## src/rtl/decode_stage_if.sv

```systemverilog
// Fetch/execute-facing bundle of the decode stage: fetch handshake in, decoded bundle out.
interface decode_stage_if #(
  parameter int unsigned DATA_WIDTH  = 8,
  parameter int unsigned SEL_WIDTH   = 2,
  parameter int unsigned PC_WIDTH    = 8,
  parameter int unsigned INSTR_WIDTH = 16,
  parameter int unsigned OPCODE_BITS = 5,
  parameter int unsigned STATUS_BITS = 6
);
  logic                   in_valid;
  logic                   in_ready;
  logic [INSTR_WIDTH-1:0] instruction;
  logic [PC_WIDTH-1:0]    pc_in;
  logic [STATUS_BITS-1:0] status;
  logic                   out_valid;
  logic                   out_ready;
  logic [OPCODE_BITS-1:0] opcode;
  logic [DATA_WIDTH-1:0]  literal;
  logic [SEL_WIDTH-1:0]   rd_sel1;
  logic [SEL_WIDTH-1:0]   rd_sel2;
  logic [SEL_WIDTH-1:0]   wr_sel;
  logic                   rd_en1;
  logic                   rd_en2;
  logic                   wr_en;
  logic                   sel_reg_in_alu_decoder;
  logic                   stat_wr_en;
  logic                   cnt_wr_en;
  logic                   add_offset;
  logic [PC_WIDTH-1:0]    pc_target;
  logic                   flush;
  logic                   stack_overflow;
  logic                   stack_underflow;

  modport slave (
    input  in_valid, instruction, pc_in, status, out_ready,
    output in_ready, out_valid, opcode, literal, rd_sel1, rd_sel2, wr_sel,
           rd_en1, rd_en2, wr_en, sel_reg_in_alu_decoder, stat_wr_en,
           cnt_wr_en, add_offset, pc_target, flush, stack_overflow, stack_underflow
  );

  modport master (
    output in_valid, instruction, pc_in, status, out_ready,
    input  in_ready, out_valid, opcode, literal, rd_sel1, rd_sel2, wr_sel,
           rd_en1, rd_en2, wr_en, sel_reg_in_alu_decoder, stat_wr_en,
           cnt_wr_en, add_offset, pc_target, flush, stack_overflow, stack_underflow
  );
endinterface

```

## src/rtl/decode_stage.sv

```systemverilog
// Registered, handshaked instruction decoder with return-address stack,
// status-hazard stall and one-instruction branch-shadow discard.
module decode_stage #(
  parameter int unsigned DATA_WIDTH  = 8,
  parameter int unsigned SEL_WIDTH   = 2,
  parameter int unsigned PC_WIDTH    = 8,
  parameter int unsigned INSTR_WIDTH = 16,
  parameter int unsigned OPCODE_BITS = 5,
  parameter int unsigned OP1_POS     = 9,
  parameter int unsigned OP2_POS     = 4,
  parameter int unsigned STATUS_BITS = 6,
  parameter int unsigned STACK_DEPTH = 4,
  parameter int unsigned STATUS_LAT  = 1
) (
  input  logic          clk,
  input  logic          reset,
  decode_stage_if.slave bus
);
  localparam int unsigned AW   = $clog2(STACK_DEPTH);
  localparam int unsigned SP_W = AW + 1;
  localparam int unsigned HZ_W = (STATUS_LAT > 1) ? $clog2(STATUS_LAT + 1) : 1;

  localparam logic [OPCODE_BITS-1:0] OP_ADD  = OPCODE_BITS'(8'h01);
  localparam logic [OPCODE_BITS-1:0] OP_SUB  = OPCODE_BITS'(8'h02);
  localparam logic [OPCODE_BITS-1:0] OP_AND  = OPCODE_BITS'(8'h03);
  localparam logic [OPCODE_BITS-1:0] OP_OR   = OPCODE_BITS'(8'h04);
  localparam logic [OPCODE_BITS-1:0] OP_NOT  = OPCODE_BITS'(8'h05);
  localparam logic [OPCODE_BITS-1:0] OP_XOR  = OPCODE_BITS'(8'h06);
  localparam logic [OPCODE_BITS-1:0] OP_SHL  = OPCODE_BITS'(8'h07);
  localparam logic [OPCODE_BITS-1:0] OP_SHR  = OPCODE_BITS'(8'h08);
  localparam logic [OPCODE_BITS-1:0] OP_VAL  = OPCODE_BITS'(8'h09);
  localparam logic [OPCODE_BITS-1:0] OP_GOTO = OPCODE_BITS'(8'h10);
  localparam logic [OPCODE_BITS-1:0] OP_IFZ  = OPCODE_BITS'(8'h11);
  localparam logic [OPCODE_BITS-1:0] OP_IFNZ = OPCODE_BITS'(8'h12);
  localparam logic [OPCODE_BITS-1:0] OP_IFEQ = OPCODE_BITS'(8'h13);
  localparam logic [OPCODE_BITS-1:0] OP_IFST = OPCODE_BITS'(8'h14);
  localparam logic [OPCODE_BITS-1:0] OP_IFGT = OPCODE_BITS'(8'h15);
  localparam logic [OPCODE_BITS-1:0] OP_CALL = OPCODE_BITS'(8'h16);
  localparam logic [OPCODE_BITS-1:0] OP_RET  = OPCODE_BITS'(8'h17);

  typedef enum logic {S_IDLE = 1'b0, S_STALL = 1'b1} state_t;

  state_t                 r_state, w_state_nxt;
  logic                   r_out_valid, r_flush, r_shadow, r_ovf, r_unf;
  logic [OPCODE_BITS-1:0] r_opcode;
  logic [DATA_WIDTH-1:0]  r_literal;
  logic [SEL_WIDTH-1:0]   r_rd_sel1, r_rd_sel2, r_wr_sel;
  logic                   r_rd_en1, r_rd_en2, r_wr_en, r_sel_alu, r_stat_wr_en;
  logic                   r_cnt_wr_en, r_add_offset;
  logic [PC_WIDTH-1:0]    r_pc_target;
  logic [HZ_W-1:0]        r_hz;
  logic [SP_W-1:0]        r_sp;
  logic [PC_WIDTH-1:0]    r_stack [STACK_DEPTH];

  logic [OPCODE_BITS-1:0] w_op;
  logic [SEL_WIDTH-1:0]   w_op1, w_op2;
  logic [DATA_WIDTH-1:0]  w_lit;
  logic [AW-1:0]          w_push_idx, w_pop_idx;
  logic w_rd_en1, w_rd_en2, w_wr_en, w_sel_alu, w_stat_wr_en, w_cnt_wr_en, w_add_offset;
  logic w_is_cond, w_push, w_pop, w_ovf, w_unf;
  logic [PC_WIDTH-1:0]    w_pc_target;
  logic w_in_ready, w_stall_req, w_accept, w_issue, w_unused;

  assign w_op       = bus.instruction[INSTR_WIDTH-1 -: OPCODE_BITS];
  assign w_op1      = bus.instruction[OP1_POS -: SEL_WIDTH];
  assign w_op2      = bus.instruction[OP2_POS -: SEL_WIDTH];
  assign w_lit      = bus.instruction[DATA_WIDTH-1:0];
  assign w_push_idx = r_sp[AW-1:0];
  assign w_pop_idx  = AW'(r_sp - SP_W'(1));
  assign w_unused   = ^{bus.instruction, bus.status};

  // Instruction decode; control-transfer results depend on live status and stack.
  always_comb begin
    w_rd_en1     = 1'b0;
    w_rd_en2     = 1'b0;
    w_wr_en      = 1'b0;
    w_sel_alu    = 1'b0;
    w_stat_wr_en = 1'b0;
    w_cnt_wr_en  = 1'b0;
    w_add_offset = 1'b0;
    w_pc_target  = '0;
    w_is_cond    = 1'b0;
    w_push       = 1'b0;
    w_pop        = 1'b0;
    w_ovf        = 1'b0;
    w_unf        = 1'b0;
    case (w_op)
      OP_ADD, OP_SUB, OP_AND, OP_OR, OP_XOR: begin
        w_rd_en1 = 1'b1; w_rd_en2 = 1'b1; w_wr_en = 1'b1;
        w_sel_alu = 1'b1; w_stat_wr_en = 1'b1;
      end
      OP_NOT, OP_SHL, OP_SHR: begin
        w_rd_en1 = 1'b1; w_wr_en = 1'b1; w_sel_alu = 1'b1; w_stat_wr_en = 1'b1;
      end
      OP_VAL: w_wr_en = 1'b1;
      OP_GOTO: begin
        w_cnt_wr_en = 1'b1;
        w_pc_target = PC_WIDTH'(w_lit);
      end
      OP_IFZ, OP_IFNZ, OP_IFEQ, OP_IFST, OP_IFGT: begin
        w_is_cond = 1'b1;
        case (w_op)
          OP_IFZ:  w_cnt_wr_en = bus.status[2];
          OP_IFNZ: w_cnt_wr_en = !bus.status[2];
          OP_IFEQ: w_cnt_wr_en = bus.status[3];
          OP_IFST: w_cnt_wr_en = bus.status[5];
          default: w_cnt_wr_en = bus.status[4];
        endcase
        w_add_offset = w_cnt_wr_en;
      end
      OP_CALL: begin
        w_cnt_wr_en = 1'b1;
        w_pc_target = PC_WIDTH'(w_lit);
        if (r_sp == SP_W'(STACK_DEPTH)) w_ovf = 1'b1;
        else                            w_push = 1'b1;
      end
      OP_RET: begin
        if (r_sp == '0) begin
          w_unf = 1'b1;
        end else begin
          w_pop       = 1'b1;
          w_cnt_wr_en = 1'b1;
          w_pc_target = r_stack[w_pop_idx];
        end
      end
      default: ;
    endcase
  end

  // Hazard FSM: a conditional branch waits until pending status writes have landed.
  always_comb begin
    w_state_nxt = r_state;
    w_in_ready  = 1'b0;
    w_stall_req = bus.in_valid & w_is_cond & (r_hz != '0);
    case (r_state)
      S_IDLE: begin
        if (w_stall_req) w_state_nxt = S_STALL;
        else             w_in_ready  = !r_out_valid | bus.out_ready;
      end
      S_STALL: if (r_hz == '0) w_state_nxt = S_IDLE;
      default: w_state_nxt = S_IDLE;
    endcase
  end

  assign w_accept = bus.in_valid & w_in_ready;
  assign w_issue  = w_accept & !r_shadow;

  always_ff @(posedge clk or posedge reset) begin
    if (reset) r_state <= S_IDLE;
    else       r_state <= w_state_nxt;
  end

  always_ff @(posedge clk or posedge reset) begin
    if (reset) begin
      r_out_valid <= 1'b0; r_flush <= 1'b0; r_shadow <= 1'b0;
      r_ovf <= 1'b0; r_unf <= 1'b0;
      r_opcode <= '0; r_literal <= '0;
      r_rd_sel1 <= '0; r_rd_sel2 <= '0; r_wr_sel <= '0;
      r_rd_en1 <= 1'b0; r_rd_en2 <= 1'b0; r_wr_en <= 1'b0;
      r_sel_alu <= 1'b0; r_stat_wr_en <= 1'b0;
      r_cnt_wr_en <= 1'b0; r_add_offset <= 1'b0; r_pc_target <= '0;
      r_hz <= '0; r_sp <= '0;
    end else begin
      r_flush <= 1'b0;
      if (w_accept) begin
        if (r_shadow) begin
          r_out_valid <= 1'b0;
          r_shadow    <= 1'b0;
        end else begin
          r_out_valid  <= 1'b1;
          r_opcode     <= w_op;
          r_literal    <= w_lit;
          r_rd_sel1    <= w_op1;
          r_rd_sel2    <= w_op2;
          r_wr_sel     <= w_op1;
          r_rd_en1     <= w_rd_en1;
          r_rd_en2     <= w_rd_en2;
          r_wr_en      <= w_wr_en;
          r_sel_alu    <= w_sel_alu;
          r_stat_wr_en <= w_stat_wr_en;
          r_cnt_wr_en  <= w_cnt_wr_en;
          r_add_offset <= w_add_offset;
          r_pc_target  <= w_pc_target;
          r_flush      <= w_cnt_wr_en;
          r_shadow     <= w_cnt_wr_en;
        end
      end else if (bus.out_ready) begin
        r_out_valid <= 1'b0;
      end
      if (w_issue & w_ovf) r_ovf <= 1'b1;
      if (w_issue & w_unf) r_unf <= 1'b1;
      if (w_issue & w_push)     r_sp <= r_sp + SP_W'(1);
      else if (w_issue & w_pop) r_sp <= r_sp - SP_W'(1);
      if (w_issue & w_stat_wr_en) r_hz <= HZ_W'(STATUS_LAT);
      else if (r_hz != '0)        r_hz <= r_hz - HZ_W'(1);
    end
  end

  always_ff @(posedge clk) begin
    if (w_issue & w_push) r_stack[w_push_idx] <= bus.pc_in + PC_WIDTH'(1);
  end

  assign bus.in_ready               = w_in_ready;
  assign bus.out_valid              = r_out_valid;
  assign bus.opcode                 = r_opcode;
  assign bus.literal                = r_literal;
  assign bus.rd_sel1                = r_rd_sel1;
  assign bus.rd_sel2                = r_rd_sel2;
  assign bus.wr_sel                 = r_wr_sel;
  assign bus.rd_en1                 = r_rd_en1;
  assign bus.rd_en2                 = r_rd_en2;
  assign bus.wr_en                  = r_wr_en;
  assign bus.sel_reg_in_alu_decoder = r_sel_alu;
  assign bus.stat_wr_en             = r_stat_wr_en;
  assign bus.cnt_wr_en              = r_cnt_wr_en;
  assign bus.add_offset             = r_add_offset;
  assign bus.pc_target              = r_pc_target;
  assign bus.flush                  = r_flush;
  assign bus.stack_overflow         = r_ovf;
  assign bus.stack_underflow        = r_unf;
endmodule

```

## src/flat_wrapper.sv

```systemverilog
// flat-port wrapper written by rule: the top's interface ports become plain ports
module decode_stage_flat 
#(
  parameter int unsigned DATA_WIDTH  = 8,
  parameter int unsigned SEL_WIDTH   = 2,
  parameter int unsigned PC_WIDTH    = 8,
  parameter int unsigned INSTR_WIDTH = 16,
  parameter int unsigned OPCODE_BITS = 5,
  parameter int unsigned OP1_POS     = 9,
  parameter int unsigned OP2_POS     = 4,
  parameter int unsigned STATUS_BITS = 6,
  parameter int unsigned STACK_DEPTH = 4,
  parameter int unsigned STATUS_LAT  = 1
)
  (clk, reset, bus_in_valid, bus_instruction, bus_pc_in, bus_status, bus_out_ready, bus_in_ready, bus_out_valid, bus_opcode, bus_literal, bus_rd_sel1, bus_rd_sel2, bus_wr_sel, bus_rd_en1, bus_rd_en2, bus_wr_en, bus_sel_reg_in_alu_decoder, bus_stat_wr_en, bus_cnt_wr_en, bus_add_offset, bus_pc_target, bus_flush, bus_stack_overflow, bus_stack_underflow);
  decode_stage_if #(.DATA_WIDTH(DATA_WIDTH), .SEL_WIDTH(SEL_WIDTH), .PC_WIDTH(PC_WIDTH), .INSTR_WIDTH(INSTR_WIDTH), .OPCODE_BITS(OPCODE_BITS), .STATUS_BITS(STATUS_BITS)) bus_i ();
  input  logic clk;
  input  logic reset;
  input wire logic [$bits(bus_i.in_valid)-1:0] bus_in_valid;
  input wire logic [$bits(bus_i.instruction)-1:0] bus_instruction;
  input wire logic [$bits(bus_i.pc_in)-1:0] bus_pc_in;
  input wire logic [$bits(bus_i.status)-1:0] bus_status;
  input wire logic [$bits(bus_i.out_ready)-1:0] bus_out_ready;
  output wire logic [$bits(bus_i.in_ready)-1:0] bus_in_ready;
  output wire logic [$bits(bus_i.out_valid)-1:0] bus_out_valid;
  output wire logic [$bits(bus_i.opcode)-1:0] bus_opcode;
  output wire logic [$bits(bus_i.literal)-1:0] bus_literal;
  output wire logic [$bits(bus_i.rd_sel1)-1:0] bus_rd_sel1;
  output wire logic [$bits(bus_i.rd_sel2)-1:0] bus_rd_sel2;
  output wire logic [$bits(bus_i.wr_sel)-1:0] bus_wr_sel;
  output wire logic [$bits(bus_i.rd_en1)-1:0] bus_rd_en1;
  output wire logic [$bits(bus_i.rd_en2)-1:0] bus_rd_en2;
  output wire logic [$bits(bus_i.wr_en)-1:0] bus_wr_en;
  output wire logic [$bits(bus_i.sel_reg_in_alu_decoder)-1:0] bus_sel_reg_in_alu_decoder;
  output wire logic [$bits(bus_i.stat_wr_en)-1:0] bus_stat_wr_en;
  output wire logic [$bits(bus_i.cnt_wr_en)-1:0] bus_cnt_wr_en;
  output wire logic [$bits(bus_i.add_offset)-1:0] bus_add_offset;
  output wire logic [$bits(bus_i.pc_target)-1:0] bus_pc_target;
  output wire logic [$bits(bus_i.flush)-1:0] bus_flush;
  output wire logic [$bits(bus_i.stack_overflow)-1:0] bus_stack_overflow;
  output wire logic [$bits(bus_i.stack_underflow)-1:0] bus_stack_underflow;
  assign bus_i.in_valid = bus_in_valid;
  assign bus_i.instruction = bus_instruction;
  assign bus_i.pc_in = bus_pc_in;
  assign bus_i.status = bus_status;
  assign bus_i.out_ready = bus_out_ready;
  assign bus_in_ready = bus_i.in_ready;
  assign bus_out_valid = bus_i.out_valid;
  assign bus_opcode = bus_i.opcode;
  assign bus_literal = bus_i.literal;
  assign bus_rd_sel1 = bus_i.rd_sel1;
  assign bus_rd_sel2 = bus_i.rd_sel2;
  assign bus_wr_sel = bus_i.wr_sel;
  assign bus_rd_en1 = bus_i.rd_en1;
  assign bus_rd_en2 = bus_i.rd_en2;
  assign bus_wr_en = bus_i.wr_en;
  assign bus_sel_reg_in_alu_decoder = bus_i.sel_reg_in_alu_decoder;
  assign bus_stat_wr_en = bus_i.stat_wr_en;
  assign bus_cnt_wr_en = bus_i.cnt_wr_en;
  assign bus_add_offset = bus_i.add_offset;
  assign bus_pc_target = bus_i.pc_target;
  assign bus_flush = bus_i.flush;
  assign bus_stack_overflow = bus_i.stack_overflow;
  assign bus_stack_underflow = bus_i.stack_underflow;
  decode_stage #(.DATA_WIDTH(DATA_WIDTH), .SEL_WIDTH(SEL_WIDTH), .PC_WIDTH(PC_WIDTH), .INSTR_WIDTH(INSTR_WIDTH), .OPCODE_BITS(OPCODE_BITS), .OP1_POS(OP1_POS), .OP2_POS(OP2_POS), .STATUS_BITS(STATUS_BITS), .STACK_DEPTH(STACK_DEPTH), .STATUS_LAT(STATUS_LAT)) u_core (.clk(clk), .reset(reset), .bus(bus_i));
endmodule
```

## config.mk

```make
export PLATFORM = sky130hd
export DESIGN_NAME = decode_stage_flat
export DESIGN_NICKNAME = d
export VERILOG_FILES = /design/src/rtl/decode_stage_if.sv /design/src/rtl/decode_stage.sv /design/src/flat_wrapper.sv
export SDC_FILE = /design/constraint.sdc
export NUM_CORES = 1
export LEC_CHECK = 0
export BUFFER_PORTS_ARGS = -buffer_cell sky130_fd_sc_hd__buf_2
export CAP_MARGIN = 30
export CORE_ASPECT_RATIO = 0.6
export CORE_MARGIN = 5
export CORE_UTILIZATION = 50
export CTS_CLUSTER_SIZE = 24
export DETAILED_ROUTE_END_ITERATION = 8
export PLACE_DENSITY = 0.72
export SLEW_MARGIN = 30
export SYNTH_ARGS = -nofsm -noshare
export SYNTH_HDL_FRONTEND = slang
export SYNTH_SLANG_ARGS = --single-unit
```

## constraint.sdc

```tcl
create_clock -name clk -period 2.95 [get_ports clk]
set_input_delay 0.1475 -clock clk [delete_from_list [all_inputs] [get_ports clk]]
set_output_delay 0.1475 -clock clk [all_outputs]
set_load 0.03 [all_outputs]
```

After elaboration in Yosys (flattened, before gate mapping)
Memories as Yosys holds them, arrays and structs flattened.
Cells that the tools add are included.
W data, S select, Z words.

operators by class
  add/subtract/negate cells = 4
  bitwise operators = 12
  eq/ne operators = 18
  reduce and logical (&&, ||, !) cells = 12
  multiplexer cells = 33

operators with widths
  cell                   number
  $eq A5 B5 Y1 const B   8
  $mux W1                26
  $eq A5 B3 Y1 const B   4
  $pmux W8 S2            1
  $eq A5 B2 Y1 const B   2
  $eq A5 B4 Y1 const B   2
  $reduce_or A5 Y1       2
  $and A1 B1 Y1          9
  $reduce_or A9 Y1       1
  $add A8 B1 Y8 const B  1
  $mux W8                1
  $reduce_or A8 Y1       1
  $mux W3                2
  $eq A5 B1 Y1 const B   1
  $pmux W1 S4            1
  $reduce_bool A2 Y1     2
  $add A3 B1 Y3 const B  1
  $eq A3 B3 Y1 const B   1
  $logic_not A1 Y1       3
  $logic_not A3 Y1       1
  $pmux W1 S3            1
  $sub A3 B1 Y3 const B  1
  $not A1 Y1             2
  $pmux W1 S2            1
  4 further kinds        4

storage, ports and cells
  flip-flop bits (word level) = 40
  memories = 1
  bits in writable memories = 32
  bits of input ports = 34
  output and inout port bits = 39
  logic and storage cells = 98

memory list
  name            words  width  read ports  clocked after memory_dff  write ports  RTL line            text
  u_core.r_stack  4      8      1           0                         1            decode_stage.sv:53  logic [PC_WIDTH-1:0] r_stack [STACK_DEPTH];

Longest topological paths before layout
  depth after elaboration = 12
  gate-level depth with buffers = 9
  mapped depth without buffers = 7

Worst setup path after synthesis
Ideal clock, no wire load.

  path type = register to register
  start = reg u_core.r_sp[0]
  end = mem u_core.r_stack[3][0], enable pin
  data arrival time = 1.950 ns
  cell stages (with the launch flop) = 7
  clock period less this slack = 2.320 ns
  path slack = 0.630 ns
  setup time = 0.370 ns
  required time = 2.580 ns
  buffers on the path = 1
  cells stage by stage = dfrtp_1 -> buf_2 -> inv_1 -> ha_1 -> a2111oi_4 -> nand2_1 -> nor2_1

between the ends
  word-level cells in the longest chain between the ends = 6

ends and longest elaborated chain
  item                           RTL line             text
  from (decl)                    decode_stage.sv:52   logic [SP_W-1:0] r_sp;
  from (signal assigned)         decode_stage.sv:192  if (w_issue & w_push) r_sp <= r_sp + SP_W'(1);
  from (signal assigned)         decode_stage.sv:193  else if (w_issue & w_pop) r_sp <= r_sp - SP_W'(1);
  $eq A3 B3 Y1                   decode_stage.sv:114  if (r_sp == SP_W'(STACK_DEPTH)) w_ovf = 1'b1;
  $mux W1                        decode_stage.sv:114
  $mux W1                        decode_stage.sv:87   case (w_op)
  $and A1 B1 Y1                  decode_stage.sv:200  if (w_issue & w_push) r_stack[w_push_idx] <= bus.pc_in + PC_WIDTH'(1);
  $mux W1                        decode_stage.sv:200
  $mux W1 (not written as such)  decode_stage.sv:200
  to (decl)                      decode_stage.sv:53

Parallel ways exist; a longest one is shown, timed or not.

Worst setup path after layout
  start = reg u_core.r_sp[1]
  end = reg u_core.r_shadow

between the ends
  word-level cells in the longest chain between the ends = 4

ends and longest elaborated chain
  item                  RTL line             text
  $logic_not A3 Y1      decode_stage.sv:118  if (r_sp == '0) begin
  $mux W1               decode_stage.sv:118
  $pmux W1 S3           decode_stage.sv:87
  $mux W1               decode_stage.sv:166  if (r_shadow) begin
  to (signal assigned)  decode_stage.sv:185  r_shadow <= w_cnt_wr_en;
  to (decl)             decode_stage.sv:44   logic r_out_valid, r_flush, r_shadow, r_ovf, r_unf;

Every way passes these cells.
A chain may end at the register's enable or synchronous reset.

==> flow_summary.ini <==
[logic_synthesis]
synthAdderAreaFrac_pct = 2.27
synth.area.mux_share_pct = 12.4
ys_seq_elements = 70
syn_area_per_cell_um2 = 14.7
synth_cells = 224
synth-compound-area-share_pct = 8.38
synth_top_family_by_area = multiplexers
synth.distinct_cells = 54
async_flop_share_pct = 54.3
synth-xor-area-share_pct = 2.65
synth_fp_nets = 264
synthSimpleGateAreaFrac_pct = 11.8
synth_warnings = 0
synth-main-ff-cell = dfrtp_1
synth-edff-count = 32
ys_seq_area_share_pct = 57.9
synth_area_um2 = 3300

[timing]
worstMarginPinSlew_ns = 0.667
period_minus_slack_ns = 2.16
tns_ns = 0
min_period_over_period_pct = 73.3
hold_viol = 0
rsz0062_at_grt = no
fmax_mhz = 462
setup-violations-final = 0
max_slew_margin_pct = 55.3
whs_ns = 0.0463
maxSlewViolCount = 0
fin_worst_skew_ns = 0.00982

[global_route]
grt_first_pass_wirelength_um = 10400
grt_pass1_vias = 1962
grt_max_degree = 45
antenna_found_initial = 1
overflow = 0
track_usage_pct = 16.7

[routing]
via_per_inst = 5.29
drt_wl_total_um = 6540
dr.first_iter.drc_count = 127
final_antenna_net_count = 0
wl_per_cell_um = 17.2
drc = 0
num_vias = 2017
dr.pass1.iters = 4

[critical_path]
slowest_delay_ns = 0.46
crit_slowest_cell = nor4_4
cp_cell_sequence = inv_1 -> ha_1 -> nor2b_1 -> nor4_4 -> buf_4 -> nor2_1 -> a21oi_2 -> a21o_1
cp-end-kind = flop
cp.arrival_ns = 2.44
worstPathRequired_ns = 3.23
critical_path_class = flop to flop
cp_max_fo = 7
startpoint_type = flop

[floorplan]
io_pins = 73
core_um2 = 6250
die_h_um = 72.9
die_area_um2 = 8380
die_w_um = 115
num_rows = 22
initial_core_util_pct = 52.8

[cells_and_area]
final_nets = 332
areaGrowthSynthToFinish_pct = 17.7
antennaDiodeCount = 0
drive_above_1_share_pct = 43.4

[clock_tree]
cts_buffer_depth = 2
cts_buffers = 9
cts_tree = yes
cts-resized-gates = 0
cts_root_buffer = clkbuf_8
clock-sinks = 70
h-tree-depth = 3
clk_pin_slew_ns = 0.08
clock_latency_ns = 0.34

[pwr]
powerDensity_nw_per_um2 = 766
ir_drop_v = 0.000374
p_leak_uw = 0.00173

[worst_hold_path]
hold_class = input pin to flop

[placement]
gp_congestion = 0.725
io_buffers = 69
dp_hpwl_um = 4760

[outcome]
status = completed

[flow_run]
maxCapViolCount = 0
[kinds of logic after synthesis]
| family | Yosys count |
|---|---|
| AOI/OAI and AO/OA | 35 |
| xor gates and xnor gates | 10 |
| adders and majority gates | 6 |
| buffers and inverters | 24 |
| DFF | 70 |
| muxes | 24 |
| and+or+nand+nor | 55 |
[state kept, by name (all words and copies together), names as in the netlist, 2 cells and up]
signal / count
u_core.r_sp: 3
u_core.bus.rd_sel1: 2
u_core.bus.opcode: 5
u_core.r_stack: 32
u_core.bus.literal: 7
u_core.bus.pc_target: 8
[repair_timing]
action                                 CTS  global route
hold buffers                             1             0
setup buffers                            0             0
endpoints found under the hold margin   38             0
[path summary, 6_finish.rpt]
| check | start | to | slack (ns) | depth (start not counted) |
|---|---|---|---|---|
| max | u_core.r_sp[1]$_DFFE_PP0P_ | u_core.r_shadow$_DFFE_PP0P_ | 0.79 | 8 |
| min | bus_instruction[8] | u_core.bus.rd_sel1[0]$_DFFE_PP0P_ | 0.05 | 2 |
| max reg2reg | u_core.r_sp[1]$_DFFE_PP0P_ | u_core.r_shadow$_DFFE_PP0P_ | 0.79 | 8 |
| min reg2reg | u_core.bus.pc_target[7]$_DFFE_PP0P_ | u_core.bus.pc_target[7]$_DFFE_PP0P_ | 0.48 | 2 |
| max in group asynchronous | reset | u_core.r_sp[0]$_DFFE_PP0P_ | 2.11 | 4 |
| min in group asynchronous | reset | u_core.bus.opcode[4]$_DFFE_PP0P_ | 0.49 | 4 |
[stage by stage]
step                      util, %  setup slack (ns)  total power (µW)  instance area [µm²]  cells
after floorplan                 -             0.630              1970                 3300    224
after global placement       58.5             0.848              2170                 3650    364
after detailed placement     58.5             0.797              2180                 3650    364
after CTS                    62.2             0.785              3010                 3880    381
after global routing         62.2             0.627              3120                 3880    381
final                        62.2             0.787              2970                 3880    381
[Yosys cell counts (3+ instances only)]
cell	instances	area (µm²)
nor2b_1	3	18.8
o21ai_0	7	35.0
nand3_1	4	20.0
buf_2	5	25.0
inv_1	6	22.5
o21ai_1	3	15.0
nand2_1	18	67.6
xor2_1	5	43.8
mux4_2	8	180
buf_6	4	45.0
buf_4	7	52.6
xnor2_1	5	43.8
nor2_1	7	26.3
ha_1	6	75.1
dfrtp_1	38	951
and3_1	3	18.8
edfxtp_1	32	961
a22oi_1	8	60.1
mux2_4	13	195
[worst max-delay path: cells and delay by family (launching register included)]
| kind | cells | cell delay [ns] |
|---|---|---|
| buf+inv | 2 | 0.38 |
| simple gates | 3 | 0.72 |
| fa+ha+maj | 1 | 0.25 |
| flops | 1 | 0.39 |
| compound gates | 2 | 0.38 |
[layer usage]
metal | track usage (%) | up-vias | share of wire [%]
li1 | - | 968 | -
met2 | 23.9 | 60 | 43
met4 | 5.08 | 2 | 0.66
met5 | 0 | - | 0.11
met3 | 6.46 | 7 | 6.9
met1 | 23.6 | 980 | 49
[report_power, final]
part           leakage (µW)  total (µW)  switching [µW]  internal [µW]
logic              0.000850         955             563            393
registers          0.000771        1200            70.1           1130
clock network      0.000112         818             351            467
total               0.00173        2970             984           1990
[area by class of cell]
cell class / instances / area [µm²]
Timing Repair Buffer: 74 / 385
Tap cell: 84 / 105
Fill cell: 478 / 2360
Multi-Input combinational cell: 130 / 1240
Sequential cell: 70 / 1910
Clock inverter: 4 / 52.6
Inverter: 7 / 26.3
Clock buffer: 12 / 166
[layout by cell type (no fill, tap or decap), drive strengths merged, types with 2 or more instances in the layout]
cell and n:
clkbuf 12, a41o 2, o21ai 10, mux4 8
and3 3, clkinv 3, xor2 5, ha 6
xnor2 5, nor2b 3, a21oi 3, edfxtp 32
nor3 3, a22oi 8, nor2 7, o21a 2
nand2b 2, nor4 2, nand2 20, a21o 2
dfrtp 38, mux2 15, buf 73, nand3 4
inv 7
No activity file was read; power rests on OpenSTA's default activity.
